$ cat config.mk
export PLATFORM = sky130hd
export DESIGN_NAME = h14tx_timings_generator
export DESIGN_NICKNAME = d
export VERILOG_FILES = /design/src/rtl/h14tx_timings_generator.sv
export SDC_FILE = /design/constraint.sdc
export NUM_CORES = 1
export LEC_CHECK = 0
export BUFFER_PORTS_ARGS = -buffer_cell sky130_fd_sc_hd__buf_4
export CORE_UTILIZATION = 59
export CTS_CLUSTER_DIAMETER = 120
export DETAILED_ROUTE_END_ITERATION = 7
export PLACE_DENSITY = 0.91
export SYNTH_ARGS = -nofsm -noshare
export SYNTH_HDL_FRONTEND = slang
export SYNTH_SLANG_ARGS = --single-unit
$ cat constraint.sdc
create_clock -name clk -period 8.1 [get_ports clk]
set_clock_uncertainty 0.2 [all_clocks]
set_input_delay 2.43 -clock clk [delete_from_list [all_inputs] [get_ports clk]]
set_output_delay 2.43 -clock clk [all_outputs]
set_load 0.02 [all_outputs]
$ cat src/rtl/h14tx_timings_generator.sv
// Runtime-configurable raster timing generator: x/y cursor with registered DE, syncs and markers.
// New timing sets are shadowed and swapped in only on a frame wrap.
module h14tx_timings_generator #(
    parameter int BitWidth   = 12,
    parameter int BitHeight  = 11,
    parameter int HActive    = 1280,
    parameter int HSyncStart = 1390,
    parameter int HSyncEnd   = 1430,
    parameter int HTotal     = 1650,
    parameter int VActive    = 720,
    parameter int VSyncStart = 725,
    parameter int VSyncEnd   = 730,
    parameter int VTotal     = 750,
    parameter bit HSyncPol   = 1'b1,
    parameter bit VSyncPol   = 1'b1
) (
    input  logic                 clk,
    input  logic                 rst_n,
    input  logic                 en,
    input  logic                 cfg_valid,
    output logic                 cfg_ready,
    input  logic [BitWidth-1:0]  cfg_h_active,
    input  logic [BitWidth-1:0]  cfg_h_sync_start,
    input  logic [BitWidth-1:0]  cfg_h_sync_end,
    input  logic [BitWidth-1:0]  cfg_h_total,
    input  logic [BitHeight-1:0] cfg_v_active,
    input  logic [BitHeight-1:0] cfg_v_sync_start,
    input  logic [BitHeight-1:0] cfg_v_sync_end,
    input  logic [BitHeight-1:0] cfg_v_total,
    input  logic                 cfg_hsync_pol,
    input  logic                 cfg_vsync_pol,
    output logic                 cfg_applied,
    output logic                 cfg_error,
    output logic [BitWidth-1:0]  x,
    output logic [BitHeight-1:0] y,
    output logic                 de,
    output logic                 hsync,
    output logic                 vsync,
    output logic                 line_start,
    output logic                 frame_start
);

    typedef enum logic {ST_IDLE, ST_PENDING} cfg_state_e;

    typedef struct packed {
        logic [BitWidth-1:0]  h_active;
        logic [BitWidth-1:0]  h_sync_start;
        logic [BitWidth-1:0]  h_sync_end;
        logic [BitWidth-1:0]  h_total;
        logic [BitHeight-1:0] v_active;
        logic [BitHeight-1:0] v_sync_start;
        logic [BitHeight-1:0] v_sync_end;
        logic [BitHeight-1:0] v_total;
        logic                 hsync_pol;
        logic                 vsync_pol;
    } timing_t;

    localparam timing_t RESET_TIMING = '{
        h_active:     BitWidth'(HActive),
        h_sync_start: BitWidth'(HSyncStart),
        h_sync_end:   BitWidth'(HSyncEnd),
        h_total:      BitWidth'(HTotal),
        v_active:     BitHeight'(VActive),
        v_sync_start: BitHeight'(VSyncStart),
        v_sync_end:   BitHeight'(VSyncEnd),
        v_total:      BitHeight'(VTotal),
        hsync_pol:    HSyncPol,
        vsync_pol:    VSyncPol
    };

    // Strobe values at cursor (0,0) under the reset timing.
    localparam logic RST_DE    = (HActive > 0) && (VActive > 0);
    localparam logic RST_HSYNC = ((HSyncStart == 0) && (HSyncEnd > 0)) ~^ HSyncPol;
    localparam logic RST_VSYNC = ((VSyncStart == 0) && (VSyncEnd > 0)) ~^ VSyncPol;

    cfg_state_e           state_q, state_d;
    timing_t              active_q, active_d;
    timing_t              shadow_q, shadow_d;
    timing_t              cfg_in;
    logic [BitWidth-1:0]  x_q, x_d;
    logic [BitHeight-1:0] y_q, y_d;
    logic                 de_q, de_d;
    logic                 hsync_q, hsync_d;
    logic                 vsync_q, vsync_d;
    logic                 line_start_q, line_start_d;
    logic                 frame_start_q, frame_start_d;
    logic                 cfg_ready_q, cfg_ready_d;
    logic                 cfg_applied_q, cfg_applied_d;
    logic                 cfg_error_q, cfg_error_d;
    logic                 cfg_ok;
    logic                 line_end;
    logic                 frame_end;

    always_comb begin
        cfg_in = '{
            h_active:     cfg_h_active,
            h_sync_start: cfg_h_sync_start,
            h_sync_end:   cfg_h_sync_end,
            h_total:      cfg_h_total,
            v_active:     cfg_v_active,
            v_sync_start: cfg_v_sync_start,
            v_sync_end:   cfg_v_sync_end,
            v_total:      cfg_v_total,
            hsync_pol:    cfg_hsync_pol,
            vsync_pol:    cfg_vsync_pol
        };
        cfg_ok = (cfg_in.h_active != '0)
              && (cfg_in.h_active <= cfg_in.h_sync_start)
              && (cfg_in.h_sync_start < cfg_in.h_sync_end)
              && (cfg_in.h_sync_end <= cfg_in.h_total)
              && (cfg_in.h_total >= BitWidth'(2))
              && (cfg_in.v_active != '0)
              && (cfg_in.v_active <= cfg_in.v_sync_start)
              && (cfg_in.v_sync_start < cfg_in.v_sync_end)
              && (cfg_in.v_sync_end <= cfg_in.v_total)
              && (cfg_in.v_total != '0);

        line_end  = (x_q == active_q.h_total - BitWidth'(1));
        frame_end = line_end && (y_q == active_q.v_total - BitHeight'(1));

        state_d       = state_q;
        active_d      = active_q;
        shadow_d      = shadow_q;
        x_d           = x_q;
        y_d           = y_q;
        cfg_applied_d = 1'b0;
        cfg_error_d   = 1'b0;

        if (en) begin
            if (line_end) begin
                x_d = '0;
                y_d = frame_end ? '0 : y_q + BitHeight'(1);
            end else begin
                x_d = x_q + BitWidth'(1);
            end
            if (frame_end && (state_q == ST_PENDING)) begin
                active_d      = shadow_q;
                state_d       = ST_IDLE;
                cfg_applied_d = 1'b1;
            end
        end

        // Offers are judged against the pre-edge state, so an acceptance on a
        // wrap cycle leaves that wrap on the old timing.
        if ((state_q == ST_IDLE) && cfg_valid) begin
            if (cfg_ok) begin
                shadow_d = cfg_in;
                state_d  = ST_PENDING;
            end else begin
                cfg_error_d = 1'b1;
            end
        end

        // Strobes decode the next cursor so they line up with x/y exactly.
        de_d          = (x_d < active_d.h_active) && (y_d < active_d.v_active);
        hsync_d       = ((x_d >= active_d.h_sync_start) && (x_d < active_d.h_sync_end)) ~^ active_d.hsync_pol;
        vsync_d       = ((y_d >= active_d.v_sync_start) && (y_d < active_d.v_sync_end)) ~^ active_d.vsync_pol;
        line_start_d  = (x_d == '0);
        frame_start_d = (x_d == '0) && (y_d == '0);
        cfg_ready_d   = (state_d == ST_IDLE);
    end

    always_ff @(posedge clk) begin
        if (!rst_n) begin
            state_q       <= ST_IDLE;
            active_q      <= RESET_TIMING;
            shadow_q      <= RESET_TIMING;
            x_q           <= '0;
            y_q           <= '0;
            de_q          <= RST_DE;
            hsync_q       <= RST_HSYNC;
            vsync_q       <= RST_VSYNC;
            line_start_q  <= 1'b1;
            frame_start_q <= 1'b1;
            cfg_ready_q   <= 1'b1;
            cfg_applied_q <= 1'b0;
            cfg_error_q   <= 1'b0;
        end else begin
            state_q       <= state_d;
            active_q      <= active_d;
            shadow_q      <= shadow_d;
            x_q           <= x_d;
            y_q           <= y_d;
            de_q          <= de_d;
            hsync_q       <= hsync_d;
            vsync_q       <= vsync_d;
            line_start_q  <= line_start_d;
            frame_start_q <= frame_start_d;
            cfg_ready_q   <= cfg_ready_d;
            cfg_applied_q <= cfg_applied_d;
            cfg_error_q   <= cfg_error_d;
        end
    end

    assign cfg_ready   = cfg_ready_q;
    assign cfg_applied = cfg_applied_q;
    assign cfg_error   = cfg_error_q;
    assign x           = x_q;
    assign y           = y_q;
    assign de          = de_q;
    assign hsync       = hsync_q;
    assign vsync       = vsync_q;
    assign line_start  = line_start_q;
    assign frame_start = frame_start_q;

endmodule

### Word-level counts from Yosys, hierarchy flattened

Cells that the tools add are included.
W data, S select, Z words.

* output and inout port bits: 31
* register bits: 220
* bits of input ports: 98
* logic and storage cells: 92

* magnitude comparators: 13
* mux-type cells: 13
* bitwise operators: 4
* equality and inequality tests: 2
* reduce and logical (&&, ||, !) cells: 25
* add/sub/neg operators: 4

Operators with widths (number)
* $mux W94: 2
* $lt A12 B12 Y1: 3
* $lt A11 B11 Y1: 3
* $mux W11: 3
* $le A12 B12 Y1: 2
* $mux W12: 2
* $le A11 B11 Y1: 2
* $reduce_bool A11 Y1: 2
* $logic_and A1 B1 Y1: 16
* $add A12 B1 Y12 const B: 1
* $eq A12 B12 Y1: 1
* $ge A12 B12 Y1: 1
* $ge A12 B2 Y1 const B: 1
* $logic_not A12 Y1: 1
* $reduce_bool A12 Y1: 1
* $sub A12 B1 Y12 const B: 1
* $add A11 B1 Y11 const B: 1
* $eq A11 B11 Y1: 1
* $ge A11 B11 Y1: 1
* $logic_not A11 Y1: 1
* $sub A11 B1 Y11 const B: 1
* $reduce_and A2 Y1: 4
* $mux W1: 6
* $not A1 Y1: 2
* $xnor A1 B1 Y1: 2

### Longest topological paths before layout

* word-level depth: 13
* mapped depth: 25
* gate-level depth less buffers: 21

### Worst setup path after synthesis

No wires, ideal clock.

* kind: input port to flip-flop
* from: in en
* to: reg hsync_q (netlist: hsync)
* data arrival time: 5544 ps
* required time: 7785 ps
* cell stages on the path: 15
* buffers on the path: 3
* path slack: 2241 ps
* library setup time: 115 ps
* path through: clkbuf_1 inv_1 nor4_1 nand3_1 clkbuf_1 buf_2 mux2i_1 ha_1 a21o_1 a211o_1 a2111oi_0 o21ai_0 o211ai_1 nor3_1 o21a_1

* cells in the longest elaborated chain, start to end: 4
* elaborated cells between the ends (all ways): 6
* those cells by class: order compare: 2; mux: 2; bitwise: 1; reduce/logical: 1

Ends and longest elaborated chain
* start, declared: line 19 `input logic en,`
* $mux W12 / $mux W94 (equally long branches): line 129 `if (en) begin`
* $ge A12 B12 Y1 / $lt A12 B12 Y1 (equally long branches): line 156 `hsync_d = ((x_d >= active_d.h_sync_start) && (x_d < active_d.h_sync_end)) ~^ active_d.hsync_pol;`
* $logic_and A1 B1 Y1: line 156
* $xnor A1 B1 Y1 *: line 156
* end signal, assigned: line 185 `hsync_q <= hsync_d;`
* end, declared: line 83 `logic hsync_q, hsync_d;`

Mark *: on every way between the ends. The rest lies on a longest branch, timed or not.
A chain may end at the register's enable or synchronous reset.

### Final worst setup path

* from: reg active_q[2] in the netlist's numbering
* to: reg hsync_q (netlist: hsync)

* cells in the longest elaborated chain, start to end: 9
* elaborated cells between the ends (all ways): 10
* those cells by class: add/sub: 1; order compare: 2; eq/ne: 1; mux: 2; bitwise: 1; reduce/logical: 3

Ends and longest elaborated chain
* start, declared: line 77 `timing_t active_q, active_d;`
* start signal, assigned: line 180 `active_q <= active_d;`
* $sub A11 B1 Y11 *: line 119 `frame_end = line_end && (y_q == active_q.v_total - BitHeight'(1));`
* $eq A11 B11 Y1 *: line 119
* $logic_and A1 B1 Y1 *: line 119
* $logic_and A1 B1 Y1 *: line 136 `if (frame_end && (state_q == ST_PENDING)) begin`
* $mux W94 *: line 136
* $mux W94 *: line 129
* $ge A12 B12 Y1 / $lt A12 B12 Y1 (equally long branches): line 156
* $logic_and A1 B1 Y1: line 156
* $xnor A1 B1 Y1 *: line 156

Marks and branches as above.

==> run metrics <==
status finished, final reports clean; pwr/cell area 163 mW/mm^2; layout cells sized above 1 12.5%; drt first pass iters 6; placed cell count 1867; Crit path required time 8.30 ns; CTS buffer count 22; top sig layer met4; root buffer cell clkbuf_16; Post-CTS Hold Fix Bufs 0; Post-Layout Cell Count 1904; Clock transition at path regs 0.06 ns; clk buf depth 3; Yosys cell types 72; Worst IR Drop VDD 109 uV; Finished Cell Area 0.0146 sq mm; Initial Util 60.7%; endpoints failing setup 0; final wirelength 38800 um; antenna viol nets, final 0; RSZ-0062 raised after global routing false; synth top area cells dfxtp_1, ha_1, nand4_1; CP Launch Type flip-flop; CTS tree built; crit path time final 6.69 ns; Mapped Nets 1796; worst hold path type flip-flop to flip-flop; syn_area_per_cell 8.24 sq um; total number of vias 12500; postcts setup bufs 0; Worst EP arrival 6.89 ns; met1 wire length 16300 um; Syn. warnings 0; core outline area 0.0212 sq mm; CP Capture Type flip-flop; global-route wire length before repair 61300 um; met3 wire length 4660 um; Die Area 0.0224 sq mm; instance count of the mapped netlist 1562; Post-synth EDFFs 0; FP Rows 53; FF+latch count, synth 220; most common library cells after synthesis dfxtp_1, ha_1, inv_1; antenna violations before repair 0; vias in the first global route 11600; die height 150 um; fillcell total 1624; share of the synthesized area in the top cell type 34.2%; dpl cell area 0.0139 sq mm; crit share post-route 82.6%; DP Wirelength 27000 um; Final Hold Vio Count 0; Clk Latency, worst-skew pair 0.51 ns; setup TNS 0 ns; number of max-cap violations 0; most numerous cell in the Yosys netlist dfxtp_1; P_leak 6.86 nW; DR iter-0 viols 1235; gr ovfl total 0; Cell Area, Synth 0.0129 sq mm; area grow syn2layout 13.4%; Met2 Routed Length 16600 um; worst slew pin tran 1.13 ns; Rel. slew slack 25.0%; post_cts resized 0; I/O pin count 129; register area share after synthesis 34.2%; pin count of the biggest net entering global routing 96; most used flip-flop cell after synthesis dfxtp_1; crit-path max FO 68; post-route DRC violation count 0; Nets 1850; vias per inst 6.56; Synth async-reset ratio 0%; count of input and output buffers 128; Placer Congestion 0.977; Slew Limit Fails 0; clock tree sinks 220; Crit Path Category flip-flop to flip-flop; Die X 150 um; gr usage total 34.5%; ANT cells 0; DR WL/cell 20.4 um; area leader, netlist dfxtp_1; # H-tree levels 1; Max Clock Freq 0.149 GHz
[path summary, 6_finish.rpt]
path	from	endpoint	slack (ns)	depth (start not counted)
max	active_q[2]	hsync	1.41	18
min	active_q[39]	active_q[39]	0.27	2
max reg2reg	active_q[2]	hsync	1.41	18
min reg2reg	active_q[39]	active_q[39]	0.27	2
[kinds of logic (layout without fill, tap and decap cells)]
logic type / Yosys count / count (layout) / synth area share (%)
flip-flops: 220 / 220 / 34.2
XOR/XNOR: 36 / 36 / 2.45
adder cells (fa/ha/maj): 136 / 136 / 13.2
AND/OR/NAND/NOR: 504 / 504 / 20.0
buffers and inverters: 241 / 308 / 7.13
multiplexers: 40 / 40 / 3.14
AO/OA/AOI/OAI: 385 / 385 / 19.8
[worst max-delay path, cell delays in order (launching register included)]
cell and delay (ns):
dfxtp_1 0.36, inv_1 0.07, ha_1 0.25, nor4b_1 0.74, xnor2_1 0.20, a31oi_1 0.10, or4_4 0.49, a2111oi_4 0.88
nand3_4 0.58, buf_4 0.59, mux2i_1 0.32, ha_1 0.28, a21o_1 0.18, a211o_1 0.29, a2111oi_0 0.37, o21ai_0 0.17
o211ai_1 0.16, nor3_1 0.11, o21a_1 0.19
[stage by stage]
step	power (mW)	worst slack [ns]	utilization, %	hold WS [ns]
3_5_place_dp	1.41	1.54	65.6	0.251
2_1_floorplan	1.30	2.24	-	0.232
3_3_place_gp	1.40	1.73	65.6	0.246
4_1_cts	2.36	1.58	68.8	0.268
5_1_grt	2.44	1.20	68.8	0.294
6_report	2.38	1.41	68.8	0.267
[layout make-up]
cell class | instances | area [sq um] | share of cell area (%)
Multi-Input combinational cell | 1101 | 7600 | 52.1
Sequential cell | 220 | 4400 | 30.2
Timing Repair Buffer | 144 | 1080 | 7.41
Clock buffer | 31 | 646 | 4.42
Inverter | 127 | 477 | 3.27
Tap cell | 275 | 344 | 2.36
Clock inverter | 6 | 37.5 | 0.257
[layer usage]
layer | track usage (%) | vias up
met3 | 5.91 | 97
met4 | 11.8 | 0
met1 | 49.7 | 5789
li1 | - | 5761
met2 | 51.5 | 837
met5 | 0 | -
[report_power, final]
| part | switching [mW] | internal, mW | total (mW) | leakage (nW) |
|---|---|---|---|---|
| registers | 0.0109 | 1.10 | 1.11 | 1.78 |
| clock network | 0.424 | 0.554 | 0.978 | 0.341 |
| logic | 0.188 | 0.101 | 0.289 | 4.74 |
| total | 0.622 | 1.75 | 2.38 | 6.86 |
[flip-flops by register name, summed over array words and instances (netlist names), 11 cells and up]
name,cells
active_q,94
shadow_q,94
x,12
y,11
[cell usage in the layout (no fill, tap or decap), drive strengths merged, types with 37 or more instances in the layout]
cell / count
a21oi: 123
buf: 144
dfxtp: 220
ha: 136
inv: 127
mux2i: 37
nand2: 117
nand4: 117
nor2: 117
o211ai: 65
o21ai: 40
o31ai: 58
Note: power is estimated with default switching activity, not from simulation.
